## src/rtl/mem_port_arbiter.sv

```systemverilog
// mem_port_arbiter
//   Shares one 16-bit memory port between the CPU and a DMA engine. One access
//   is in flight at a time: IDLE -> ACCESS (MEM_LATENCY cycles of strobe) ->
//   DONE (one-cycle done pulse) -> IDLE. The CPU wins ties. A saturating
//   wait counter forces a DMA grant after MAX_WAIT CPU grants have gone by
//   while the DMA was waiting.
//
// Ports
//   clk, reset                      clock, synchronous active-high reset
//   cpu_req/we/addr/wdata           CPU request (level, held until grant)
//   cpu_grant, cpu_done             one-cycle pulses (accepted / complete)
//   cpu_rdata                       last CPU read data, held
//   dma_*                           same set for the DMA engine
//   mem_read, mem_write             memory strobes, held MEM_LATENCY cycles
//   mem_address, mem_wdata          latched access address / write data
//   mem_rdata                       memory read data, valid in last ACCESS cycle
//   busy                            high whenever state is not IDLE
//   owner                           0=CPU, 1=DMA for current/last access
module mem_port_arbiter #(
    parameter int MEM_LATENCY = 2,
    parameter int MAX_WAIT    = 4
) (
    input  logic        clk,
    input  logic        reset,
    input  logic        cpu_req,
    input  logic        cpu_we,
    input  logic [15:0] cpu_addr,
    input  logic [15:0] cpu_wdata,
    output logic        cpu_grant,
    output logic        cpu_done,
    output logic [15:0] cpu_rdata,
    input  logic        dma_req,
    input  logic        dma_we,
    input  logic [15:0] dma_addr,
    input  logic [15:0] dma_wdata,
    output logic        dma_grant,
    output logic        dma_done,
    output logic [15:0] dma_rdata,
    output logic        mem_read,
    output logic        mem_write,
    output logic [15:0] mem_address,
    output logic [15:0] mem_wdata,
    input  logic [15:0] mem_rdata,
    output logic        busy,
    output logic        owner
);

    localparam logic [1:0] S_IDLE   = 2'd0;
    localparam logic [1:0] S_ACCESS = 2'd1;
    localparam logic [1:0] S_DONE   = 2'd2;

    localparam logic [3:0] LAT_INIT = 4'(MEM_LATENCY - 1);
    localparam logic [3:0] WAIT_MAX = 4'(MAX_WAIT);

    logic [1:0]  state_q, state_d;
    logic [3:0]  lat_cnt_q, lat_cnt_d;
    logic [3:0]  wait_cnt_q, wait_cnt_d;
    logic        we_q, we_d;
    logic        owner_q, owner_d;
    logic [15:0] addr_q, addr_d;
    logic [15:0] wdata_q, wdata_d;
    logic [15:0] cpu_rdata_q, cpu_rdata_d;
    logic [15:0] dma_rdata_q, dma_rdata_d;
    logic        cpu_grant_q, cpu_grant_d;
    logic        dma_grant_q, dma_grant_d;

    logic        accept;
    logic        pick_dma;

    always_comb begin
        state_d     = state_q;
        lat_cnt_d   = lat_cnt_q;
        wait_cnt_d  = wait_cnt_q;
        we_d        = we_q;
        owner_d     = owner_q;
        addr_d      = addr_q;
        wdata_d     = wdata_q;
        cpu_rdata_d = cpu_rdata_q;
        dma_rdata_d = dma_rdata_q;
        cpu_grant_d = 1'b0;
        dma_grant_d = 1'b0;

        accept   = (state_q == S_IDLE) && (cpu_req || dma_req);
        // CPU wins unless the DMA has been passed over MAX_WAIT times.
        pick_dma = dma_req && (!cpu_req || (wait_cnt_q >= WAIT_MAX));

        case (state_q)
            S_IDLE: begin
                if (accept) begin
                    owner_d     = pick_dma;
                    we_d        = pick_dma ? dma_we    : cpu_we;
                    addr_d      = pick_dma ? dma_addr  : cpu_addr;
                    wdata_d     = pick_dma ? dma_wdata : cpu_wdata;
                    lat_cnt_d   = LAT_INIT;
                    cpu_grant_d = !pick_dma;
                    dma_grant_d = pick_dma;
                    state_d     = S_ACCESS;
                end
            end
            S_ACCESS: begin
                if (lat_cnt_q == 4'd0) begin
                    if (!we_q) begin
                        if (owner_q) dma_rdata_d = mem_rdata;
                        else         cpu_rdata_d = mem_rdata;
                    end
                    state_d = S_DONE;
                end else begin
                    lat_cnt_d = lat_cnt_q - 4'd1;
                end
            end
            S_DONE:  state_d = S_IDLE;
            default: state_d = S_IDLE;
        endcase

        // An absent DMA request clears the starvation history.
        if (!dma_req) begin
            wait_cnt_d = 4'd0;
        end else if (accept) begin
            if (pick_dma)                   wait_cnt_d = 4'd0;
            else if (wait_cnt_q != 4'd15)   wait_cnt_d = wait_cnt_q + 4'd1;
        end
    end

    always_ff @(posedge clk) begin
        if (reset) begin
            state_q     <= S_IDLE;
            lat_cnt_q   <= 4'd0;
            wait_cnt_q  <= 4'd0;
            we_q        <= 1'b0;
            owner_q     <= 1'b0;
            addr_q      <= 16'd0;
            wdata_q     <= 16'd0;
            cpu_rdata_q <= 16'd0;
            dma_rdata_q <= 16'd0;
            cpu_grant_q <= 1'b0;
            dma_grant_q <= 1'b0;
        end else begin
            state_q     <= state_d;
            lat_cnt_q   <= lat_cnt_d;
            wait_cnt_q  <= wait_cnt_d;
            we_q        <= we_d;
            owner_q     <= owner_d;
            addr_q      <= addr_d;
            wdata_q     <= wdata_d;
            cpu_rdata_q <= cpu_rdata_d;
            dma_rdata_q <= dma_rdata_d;
            cpu_grant_q <= cpu_grant_d;
            dma_grant_q <= dma_grant_d;
        end
    end

    // Strobes and dones decode straight from registered state, so a reset
    // that lands mid-access drops them on the very next cycle.
    assign mem_read    = (state_q == S_ACCESS) && !we_q;
    assign mem_write   = (state_q == S_ACCESS) &&  we_q;
    assign cpu_done    = (state_q == S_DONE)   && !owner_q;
    assign dma_done    = (state_q == S_DONE)   &&  owner_q;
    assign cpu_grant   = cpu_grant_q;
    assign dma_grant   = dma_grant_q;
    assign cpu_rdata   = cpu_rdata_q;
    assign dma_rdata   = dma_rdata_q;
    assign mem_address = addr_q;
    assign mem_wdata   = wdata_q;
    assign busy        = (state_q != S_IDLE);
    assign owner       = owner_q;

endmodule

```

## config.mk

```make
export PLATFORM = sky130hd
export DESIGN_NAME = mem_port_arbiter
export DESIGN_NICKNAME = d
export VERILOG_FILES = /design/src/rtl/mem_port_arbiter.sv
export SDC_FILE = /design/constraint.sdc
export NUM_CORES = 1
export LEC_CHECK = 0
export BUFFER_PORTS_ARGS = -buffer_cell sky130_fd_sc_hd__buf_2
export CAP_MARGIN = 20
export CORE_ASPECT_RATIO = 0.9
export CORE_MARGIN = 1.5
export CORE_UTILIZATION = 33
export CTS_BUF_LIST = sky130_fd_sc_hd__clkbuf_2
export CTS_CLUSTER_DIAMETER = 120
export DETAILED_ROUTE_END_ITERATION = 6
export SYNTH_ARGS = -nofsm -noshare
export SYNTH_HDL_FRONTEND = slang
export SYNTH_SLANG_ARGS = --single-unit
```

## constraint.sdc

```tcl
create_clock -name clk -period 2.15 [get_ports clk]
set_input_delay 0.43 -clock clk [delete_from_list [all_inputs] [get_ports clk]]
set_output_delay 0.43 -clock clk [all_outputs]
set_load 0.01 [all_outputs]
```

[Word level (Yosys, flattened, before mapping)]
Index checks and enable logic that the tools add are counted.
Storage, ports and cells
  ROM bits: 0
  bits in latches: 0
  memories kept: 0
  flip-flop bits (word level): 78
  RAM bits: 0
  input bits: 86
Cells by class
  div/mod/pow operators: 0
  reductions and logical operators: 25
  bitwise gates (word level): 5
  equality and inequality tests: 6
  multiplexer cells: 11
  shifts and indexed selects: 0
  multiply operators: 0
  add/subtract/negate cells: 2
  order comparisons: 1
Operators with widths (number)
  2-to-1 mux 16 bit: 2
  2-to-1 mux 4 bit: 4
  case mux 4 bit (2 select lines): 1
  AND reduction 4 bit: 2
  logical AND 1 bit: 6
  != test 2 bit, second input constant: 3
  AND reduction 2 bit: 3
  nonzero test 2 bit: 3
  inverter 1 bit: 5
  adder 4 x 1 -> 4 bit, second input constant: 1
  >= comparator 4 x 3 -> 1 bit, second input constant: 1
  zero test 1 bit: 4
  zero test 4 bit: 1
  2-to-1 mux 2 bit: 2
  != test 4 bit, second input constant: 1
  case mux 2 bit (2 select lines): 1
  subtractor 4 x 1 -> 4 bit, second input constant: 1
  AND reduction 3 bit: 1
  OR reduction 3 bit: 1
  == test 2 x 1 -> 1 bit, second input constant: 1
  == test 2 bit, second input constant: 1
  zero test 2 bit: 1
  logical OR 1 bit: 2
  OR reduction 2 bit: 1
  2-to-1 mux 1 bit: 1

[Depth between registers and ports, before layout]
Gate-level depths: netlist of run 1.
  word-level depth: 5
  mapped depth: 7
  depth with buffers taken out: 5

[Least setup slack after synthesis of run 1]
OpenSTA, ideal clock, no wires.
  kind: flip-flop to flip-flop
  start point: register lat_cnt_q[0]
  end point: register cpu_rdata_q[10] (netlist: cpu_rdata[10])
  buffers on the path: 1
  setup slack: 0.357 ns
  cell stages (with the launch flop): 7
  clock period less this slack: 1.793 ns
  data arrival time: 1.722 ns
  cells stage by stage: dfxtp_1 > inv_1 > ha_1 > or3b_4 > nor4_4 > buf_6 > mux2i_1
On the way
  word-level cells in the longest chain between the ends: 2
RTL lines
  start: declaration: line 56  | logic [3:0] lat_cnt_q, lat_cnt_d;
  start signal: assignment: line 139  | lat_cnt_q <= lat_cnt_d;
  zero test 4 bit: line 101  | if (lat_cnt_q == 4'd0) begin
  AND reduction 4 bit (no line)
  end signal: assignment: line 145  | cpu_rdata_q <= cpu_rdata_d;
  end: declaration: line 62  | logic [15:0] cpu_rdata_q, cpu_rdata_d;
Every way passes these cells.
A chain may end at the register's enable or synchronous reset.

[Worst setup path after layout of run 1]
  start point: register state_q[1]
  end point: output mem_read
On the way
  word-level cells in the longest chain between the ends: 2
RTL lines
  start: declaration: line 55  | logic [1:0] state_q, state_d;
  start signal: assignment: line 138  | state_q <= state_d;
  == test 2 x 1 -> 1 bit: line 154  | assign mem_read = (state_q == S_ACCESS) && !we_q;
  logical AND 1 bit: line 154
  end: declaration: line 39  | output logic mem_read,
Every way passes these cells.

==> run metrics, run 1 <==
GP Congestion about 0.79; share of cells above drive strength 1 0.364; status complete, but fails checks; Worst-Margin Slew 615 ps; final instance count without filler cells 667; DRC violations left 22; Synth Flop Type dfxtp_1; Seq cells post-synth a little under 80; core area 10,300 sq um; Ports 158; detailed placement HPWL 6.89 mm; CP Capture Type output pin; total track usage 0.179; Final period util 0.888; largest vdd supply drop about 0.00033 V; diode count 0; drt pass-1 iters 7; # setup viols final 0; Setup WS pre-CTS approximately 400 ps; Synth top area share 0.443; Worst Hold Class in -> reg; Site Rows 35; clk sinks 78; die area 11,300 sq um; H-Tree Level Count 3; P per Cell Area 706 nW/um^2; Post-Syn Nets ~480; Synth Instances roughly 390; Distinct cells, synth 40; setup tns final 0 ps; critical path class reg -> out; Post-DRT Antenna Nets 0; die span in x about 110 microns; top post-synthesis cells by area dfxtp_1 44%, mux2i_1 9.1%, nand2b_1 8.9%, a311oi_1 8.2%, a21oi_1 5.8%; endpoints failing hold 0; Synth warnings 0; CP max FO 9; clock tree root buffer cell clkbuf_2; worst skew pair latency around 500 ps; Slew HR 0.589; post-cts repair resize count 0; initial antenna violation count 0; largest area contributor in the netlist dfxtp_1; final setup skew a little over 20 ps; post-layout minimum cycle time 1910 ps; port bufs 157; P_leak 2.11 nW; WL final 10.1 mm; sequential area share after synthesis 0.443; RSZ-0062 raised after global routing false; Setup WS post-layout 242 ps; first-pass GRT wire length between 15 and 20 mm; Layout area overhead 31.0%; CTS buffer count 9; Critical Path Source Type flop; routed vias/inst 5.22; top cells by count, synth 78 x dfxtp_1, 50 x nand2b_1, 41 x a21oi_1; # fillers just under 1,000; Starting Density 0.341; vias in the first global route 3,417; top-count cell post-synth dfxtp_1; largest net degree at the start of global routing 39; violated checks DRC; Die H 101 microns; Setup Buffers After CTS 0; via count 3,483; Layout Nets just over 600; critical path data arrival time 1480 ps; CP required 1720 ps; Syn Std Cell Area 3520 sq um; Mapped Avg Cell Area 9.08 sq um; Post-synth EDFFs 0; Max Cap Viol 0; DRT iter0 DRCs 232; CTS tree built; Async S/R FF share, synth 0; placed insts 651; achievable frequency 524 MHz; # hold bufs at CTS 0; GRT overflow 0; Final Max Slew Viols 0; DR WL/cell ~15 microns; Clock Pin Slew Worst Setup and Hold Paths 230 ps; clk buf depth 2
## metal layers
layer  vias to the layer above  GRT usage  routed length [microns]
li1                       1715          -                        -
met1                      1599      0.227                     4490
met2                       158      0.294                     4680
met3                        11     0.0463                      779
met4                         0     0.0700                      121
met5                         -          0                        0
## cells in the final DEF, fill, tap and decap left out, types with 4 or more instances in the layout
| cell type | Yosys | final |
|---|---|---|
| buf_2 | 4 | 157 |
| dfxtp_1 | 78 | 78 |
| nand2b_1 | 50 | 50 |
| a21oi_1 | 41 | 41 |
| o21ai_0 | 37 | 37 |
| nand3_1 | 35 | 35 |
| a311oi_1 | 33 | 33 |
| mux2i_1 | 32 | 32 |
| buf_4 | 0 | 11 |
| clkbuf_2 | 0 | 9 |
| buf_12 | 0 | 5 |
| inv_1 | 4 | 4 |
## critical path: stages (launching register included)
cell and delay (ps):
dfxtp_1 440, nand2b_1 350, nor2_1 70, buf_2 150
## cell families (layout without fill, tap and decap cells)
group	count (synthesis)	count (layout)	synth area share
buffers and inverters	44	194	0.0504
and+or+nand+nor	114	114	0.200
AOI/OAI and AO/OA	118	118	0.208
muxes	32	32	0.0909
adders and majority gates	2	2	0.00710
DFF	78	78	0.443
## worst paths after layout
check	startpoint	slack (ps)	end	cells past startpoint
worst min-delay path	cpu_wdata[0]	180	mem_wdata[0]	3
worst max register to register	lat_cnt_q[0]	370	cpu_rdata[14]	6
worst max-delay path	state_q[1]	240	mem_read	3
worst min register to register	dma_rdata[10]	490	dma_rdata[10]	2
## state kept, by name, summed over array words and instances, names as in the netlist
| name | flops |
|---|---|
| cpu_grant | 1 |
| mem_wdata | 16 |
| we_q | 1 |
| lat_cnt_q | 4 |
| state_q | 2 |
| wait_cnt_q | 4 |
| owner | 1 |
| dma_rdata | 16 |
| dma_grant | 1 |
| mem_address | 16 |
| cpu_rdata | 16 |
## through the flow
| stage | total power [W] | utilization | instance area, sq um | hold slack (ps) |
|---|---|---|---|---|
| floorplan | 0.00216 | - | 3520 | 448 |
| global placement | 0.00249 | 0.436 | 4510 | 458 |
| detailed placement | 0.00250 | 0.436 | 4510 | 468 |
| CTS | 0.00330 | 0.447 | 4620 | 116 |
| global route | 0.00346 | 0.447 | 4620 | 104 |
| finish | 0.00326 | 0.447 | 4620 | 182 |
## power breakdown
group          leakage (nW)  total (W)  switching (W)  internal (W)
sequential            0.639    0.00166      0.0000794       0.00158
combinational          1.40   0.000810       0.000451      0.000360
clock                0.0691   0.000788       0.000527      0.000261
total                  2.11    0.00326        0.00106       0.00220
## cell type report
class	count	area, sq um	area share
clock buffers	9	45.0	0.00976
multi-input cells	266	1800	0.389
flip-flops and latches	78	1560	0.338
well taps	129	161	0.0350
clock inverters	7	65.1	0.0141
repair buffers	173	968	0.210
inverters	5	18.8	0.00407
(Power assumes the default switching activity.)
==> run 2, diff against run 1 <==
BUFFER_PORTS_ARGS = unset   (was -buffer_cell sky130_fd_sc_hd__buf_2)
DONT_BUFFER_PORTS = 1   (was unset)
==> run metrics, run 2 (synthesis results as in run 1) <==
status complete, but fails checks (unchanged); violated checks DRC (unchanged); final cell utilization of the core 0.380 (was 0.447); Worst Hold Class in -> reg (unchanged); die area 11,300 sq um (unchanged); total track usage 0.157 (was 0.179); Max Cap Viol 0 (unchanged); post-layout minimum cycle time 1900 ps (was 1910 ps); crit path launch state_q[1] (unchanged); GRT overflow 0 (unchanged); CP required 1720 ps (about the same); P per Cell Area 771 nW/um^2 (was 706 nW/um^2); CTS tree built (unchanged); critical path class reg -> out (unchanged); Final period util 0.883 (was 0.888); Ports 158 (unchanged); Layout Nets 478 (was 621); RSZ-0062 raised after global routing false (unchanged); worst reg2reg setup slack 320 ps (was 370 ps); worst skew pair latency 500 ps (was 490 ps); placed insts 486 (was 651); DR WL/cell 18.1 microns (was 15.1 microns); port bufs 0 (was 157); DRC violations left 11 (was 22); most frequent cells in the layout 78 x dfxtp_1, 50 x nand2b_1, 41 x a21oi_1 (was 157 x buf_2, 78 x dfxtp_1, 50 x nand2b_1); Clock Pin Slew Worst Setup and Hold Paths 220 ps (was 230 ps); initial antenna violation count 0 (unchanged); final instance count without filler cells 523 (was 667); post-cts repair resize count 0 (unchanged); commonest non-fill, non-tap cell in the layout dfxtp_1 (was buf_2); Setup crit end mem_read (unchanged); reg2reg end mem_address[4] (was cpu_rdata[14]); Die H 101 microns (unchanged); routed vias/inst 5.67 (was 5.22); Worst-Margin Slew 827 ps (was 615 ps); WL final 9.47 mm (was 10.1 mm); Post-DRT Antenna Nets 0 (unchanged); Layout area overhead 11.4% (was 31.0%); endpoints failing hold 0 (unchanged); GP Congestion 0.723 (was 0.793); Final Max Slew Viols 0 (unchanged); largest net degree at the start of global routing 51 (was 39); core area 10,300 sq um (unchanged); clock tree root buffer cell clkbuf_2 (unchanged); Setup Buffers After CTS 0 (unchanged); clk buf depth 2 (unchanged); detailed placement HPWL 5.87 mm (was 6.89 mm); CP Capture Type output pin (unchanged); H-Tree Level Count 3 (unchanged); setup tns final 0 ps (unchanged); first-pass GRT wire length 14.1 mm (was 16.4 mm); share of cells above drive strength 1 0.0736 (was 0.364); critical path data arrival time 1470 ps (was 1480 ps); DRT iter0 DRCs 184 (was 232); Starting Density 0.341 (unchanged); final setup skew 18.4 ps (was 20.4 ps); final hold slack 77.7 ps (was 182 ps); r2r startpoint state_q[0] (was lat_cnt_q[0]); achievable frequency 527 MHz (was 524 MHz); diode count 0 (unchanged); clk sinks 78 (unchanged); Critical Path Source Type flop (unchanged); P_leak 1.43 nW (was 2.11 nW); Site Rows 35 (unchanged); CP max FO 9 (unchanged); largest vdd supply drop 0.000317 V (was 0.000329 V); Reg2Reg Depth 5 (was 6); die span in x 112 microns (unchanged); CTS buffer count 9 (unchanged); vias in the first global route 2,760 (was 3,417); drt pass-1 iters 7 (unchanged); # setup viols final 0 (unchanged); # fillers 1,041 (was 991); via count 2,966 (was 3,483); Slew HR 0.448 (was 0.589)
## run 2: changes by cell type in the layout (fill, tap and decap cells not counted), sizes merged
cell         previous run  this run
buf                   173         9
dlygate4sd3             0        21
clkinv                  5         4
## run 2: area by class of cell
cell class,count,area [sq um],area share
clock buffers,9,45.0,0.0115
repair buffers,30,290,0.0739
well taps,129,161,0.0411
clock inverters,6,53.8,0.0137
flip-flops and latches,78,1560,0.398
inverters,5,18.8,0.00478
multi-input cells,266,1800,0.457
## run 2: critical path, stage by stage, from the launching register on
cell	delay, ps
dfxtp_1	390
nand2b_1	310
nor2_1	270
## run 2: worst min-delay path by stage
stage | startpoint | end | slack, ps | cells past startpoint
2_1_floorplan | wait_cnt_q[1] | wait_cnt_q[1] | 450 | 2
4_1_cts | cpu_addr[7] | mem_address[7] | 0.4 | 2
5_1_grt | cpu_wdata[4] | mem_wdata[4] | -0.02 | 2
6_report | cpu_addr[7] | mem_address[7] | 80 | 2
3_3_place_gp | wait_cnt_q[0] | wait_cnt_q[0] | 470 | 2
3_5_place_dp | wait_cnt_q[1] | wait_cnt_q[1] | 470 | 2
## run 2: stage by stage
step	total power, W	setup WS [ps]	area (sq um)
floorplan	0.00216	357	3520
global placement	0.00224	429	3600
detailed placement	0.00226	364	3600
CTS	0.00305	157	3750
global route	0.00321	62.6	3930
finish	0.00303	252	3930
## run 2: metal layers
metal | up-vias | GRT usage | wire length [microns]
met2 | 147 | 0.274 | 4630
met3 | 6 | 0.0565 | 864
met4 | 0 | 0.0454 | 42
met5 | - | 0 | 0
met1 | 1388 | 0.183 | 3940
li1 | 1425 | - | -
## run 2: power by group
part | switching [W] | internal (W) | leakage (nW)
logic | 0.000311 | 0.000233 | 0.728
registers | 0.000157 | 0.00158 | 0.639
clock network | 0.000499 | 0.000249 | 0.0603
total | 0.000967 | 0.00206 | 1.43
## run 2: repair_timing
action | CTS | global route
hold endpoints to repair | 43 | 24
endpoints found under the setup margin | 0 | 0
hold buffers | 4 | 18
==> run 3, diff against run 2 <==
clock period = 2.39 ns   (was 2.15 ns; I/O delays follow)
==> run metrics, run 3 (synthesis results as in run 1) <==
post-layout minimum cycle time around 1900 ps; drt pass-1 iters 7 (unchanged); DRT iter0 DRCs 118 (was 184); Final period util 0.799; die area 11,300 sq um (unchanged); Post-DRT Antenna Nets 0 (unchanged); Worst Hold Class in -> reg (unchanged); reg2reg end cpu_rdata[4] (was mem_address[4]); biggest cell delay along the critical path 380 ps (was 390 ps); placed insts 487 (was 486); worst skew pair latency 510 ps (was 500 ps); Critical Path Source Type flop (unchanged); worst reg2reg setup slack 620 ps (was 320 ps); Net Sw Power 0.000869 W (was 0.000967 W); most frequent cells in the layout 78 x dfxtp_1, 50 x nand2b_1, 41 x a21oi_1 (unchanged); Hold Startpoint dma_req (was cpu_addr[7]); GRT overflow 0 (unchanged); setup tns final 0 ps (unchanged); core area 10,300 sq um (unchanged); Area after DPL 3600 sq um (about the same); diode count 0 (unchanged); CP Capture Type output pin (unchanged); P_leak 1.37 nW (was 1.43 nW); final hold slack 100 ps (was 77.7 ps); clk sinks 78 (unchanged); Reg2Reg Depth 6 (was 5); critical path data arrival time 1430 ps (was 1470 ps); crit path launch state_q[1] (unchanged); violated checks DRC (unchanged); Pint 0.00195 W (was 0.00206 W); CP max FO 9 (unchanged); Setup WS pre-CTS 652 ps (was 364 ps); DR WL/cell 18.0 microns (was 18.1 microns); WL final 9.07 mm (was 9.47 mm); clk buf depth 2 (unchanged); status complete, but fails checks (unchanged); post-cts repair resize count 0 (unchanged); Final Max Slew Viols 0 (unchanged); detailed placement HPWL 6.14 mm (was 5.87 mm); Clock power frac 0.284 (was 0.247); met2 WL 4.33 mm (was 4.63 mm); post-route cell area 3770 sq um (was 3930 sq um); CTS tree built (unchanged); largest vdd supply drop 0.000241 V (was 0.000317 V); P per Cell Area 748 nW/um^2 (was 771 nW/um^2); Starting Density 0.341 (unchanged); register area 1560 sq um (unchanged); Layout Nets 459 (was 478); top routing layer in use met4 (unchanged); port bufs 0 (unchanged); Max Cap Viol 0 (unchanged); GP Congestion 0.735 (was 0.723); CP required 1910 ps (was 1720 ps); DRC violations left 11 (unchanged); initial antenna violation count 0 (unchanged); final setup skew 20.1 ps (was 18.4 ps); M1 WL 3.63 mm (was 3.94 mm); Slew HR 0.542 (was 0.448); Layout area overhead 6.96% (was 11.4%); CP Cell Sequence nand2b_1 -> nor2_1 (unchanged); # fillers 1,045 (was 1,041); endpoints failing hold 0 (unchanged); Comb pwr share 0.162 (was 0.180); routed vias/inst 5.67 (about the same); Setup crit end mem_read (unchanged); # setup viols final 0 (unchanged); vias in the first global route 2,813 (was 2,760); Worst path slowest cell dfxtp_1 (unchanged); final instance count without filler cells 505 (was 523); achievable frequency 523 MHz; clock tree root buffer cell clkbuf_2 (unchanged); Site Rows 35 (unchanged); total track usage 0.155 (was 0.157); r2r startpoint lat_cnt_q[0] (was state_q[0]); area of the multi-input gates 1800 sq um (unchanged); share of cells above drive strength 1 0.0851 (was 0.0736); die span in x 112 microns (unchanged); H-Tree Level Count 3 (unchanged); largest net degree at the start of global routing 53 (was 51); critical path class reg -> out (unchanged); Net Sw Frac 0.308 (was 0.319); sequential share of power 0.555 (was 0.573); Die H 101 microns (unchanged); Clock Pin Slew Worst Setup and Hold Paths 200 ps (was 220 ps); commonest non-fill, non-tap cell in the layout dfxtp_1 (unchanged); first-pass GRT wire length 13.9 mm (was 14.1 mm); Setup WS post-layout 480 ps (was 252 ps); Worst-Margin Slew 687 ps (was 827 ps); DR WL met3 1.00 mm (was 864 microns); CTS buffer count 9 (unchanged); via count 2,864 (was 2,966); RSZ-0062 raised after global routing false (unchanged); Ports 158 (unchanged)
run 3: changes by cell type in the layout (fill, tap and decap cells not counted), sizes merged:
cell         before  now
dlygate4sd3      21    1
buf               9   10
bufinv            1    2
run 3: power groups by stage:
stage	logic, W	clock network [W]	registers (W)
6_report	0.000455	0.000800	0.00156
4_1_cts	0.000458	0.000840	0.00156
2_1_floorplan	0.000382	0	0.00156
5_1_grt	0.000505	0.000888	0.00158
3_5_place_dp	0.000442	0	0.00159
3_3_place_gp	0.000430	0	0.00159
run 3: worst min path at each step:
stage                          endpoint  slack, ps  cells past startpoint
after CTS                         owner         10                      2
after global routing       lat_cnt_q[0]          5                      2
after global placement    wait_cnt_q[1]        460                      2
after floorplan           wait_cnt_q[1]        450                      2
after detailed placement  wait_cnt_q[0]        470                      2
final                             owner        100                      2
run 3: stage by stage:
step	util	power (W)
after floorplan	-	0.00194
after global placement	0.349	0.00202
after detailed placement	0.349	0.00203
after CTS	0.365	0.00286
after global routing	0.365	0.00297
final	0.365	0.00282
run 3: critical path: cells and delay by family, from the launching register on:
| family | cells | cell delay [ps] |
|---|---|---|
| flip-flops | 1 | 380 |
| AND/OR/NAND/NOR | 2 | 560 |
run 3: repair_timing:
item	4_1_cts	5_1_grt
setup buffers	0	0
hold endpoints to repair	39	0
endpoints found under the setup margin	0	0
hold buffers	2	0
run 3: cell type report:
class,instances,area share
inverters,5,0.00498
well taps,129,0.0428
repair buffers,11,0.0259
flip-flops and latches,78,0.414
clock buffers,9,0.0120
clock inverters,7,0.0236
multi-input cells,266,0.476
run 3: per-layer routing:
metal | track usage | vias up
met5 | 0 | -
met4 | 0.0542 | 0
met3 | 0.0758 | 10
met2 | 0.268 | 138
met1 | 0.168 | 1333
li1 | - | 1383
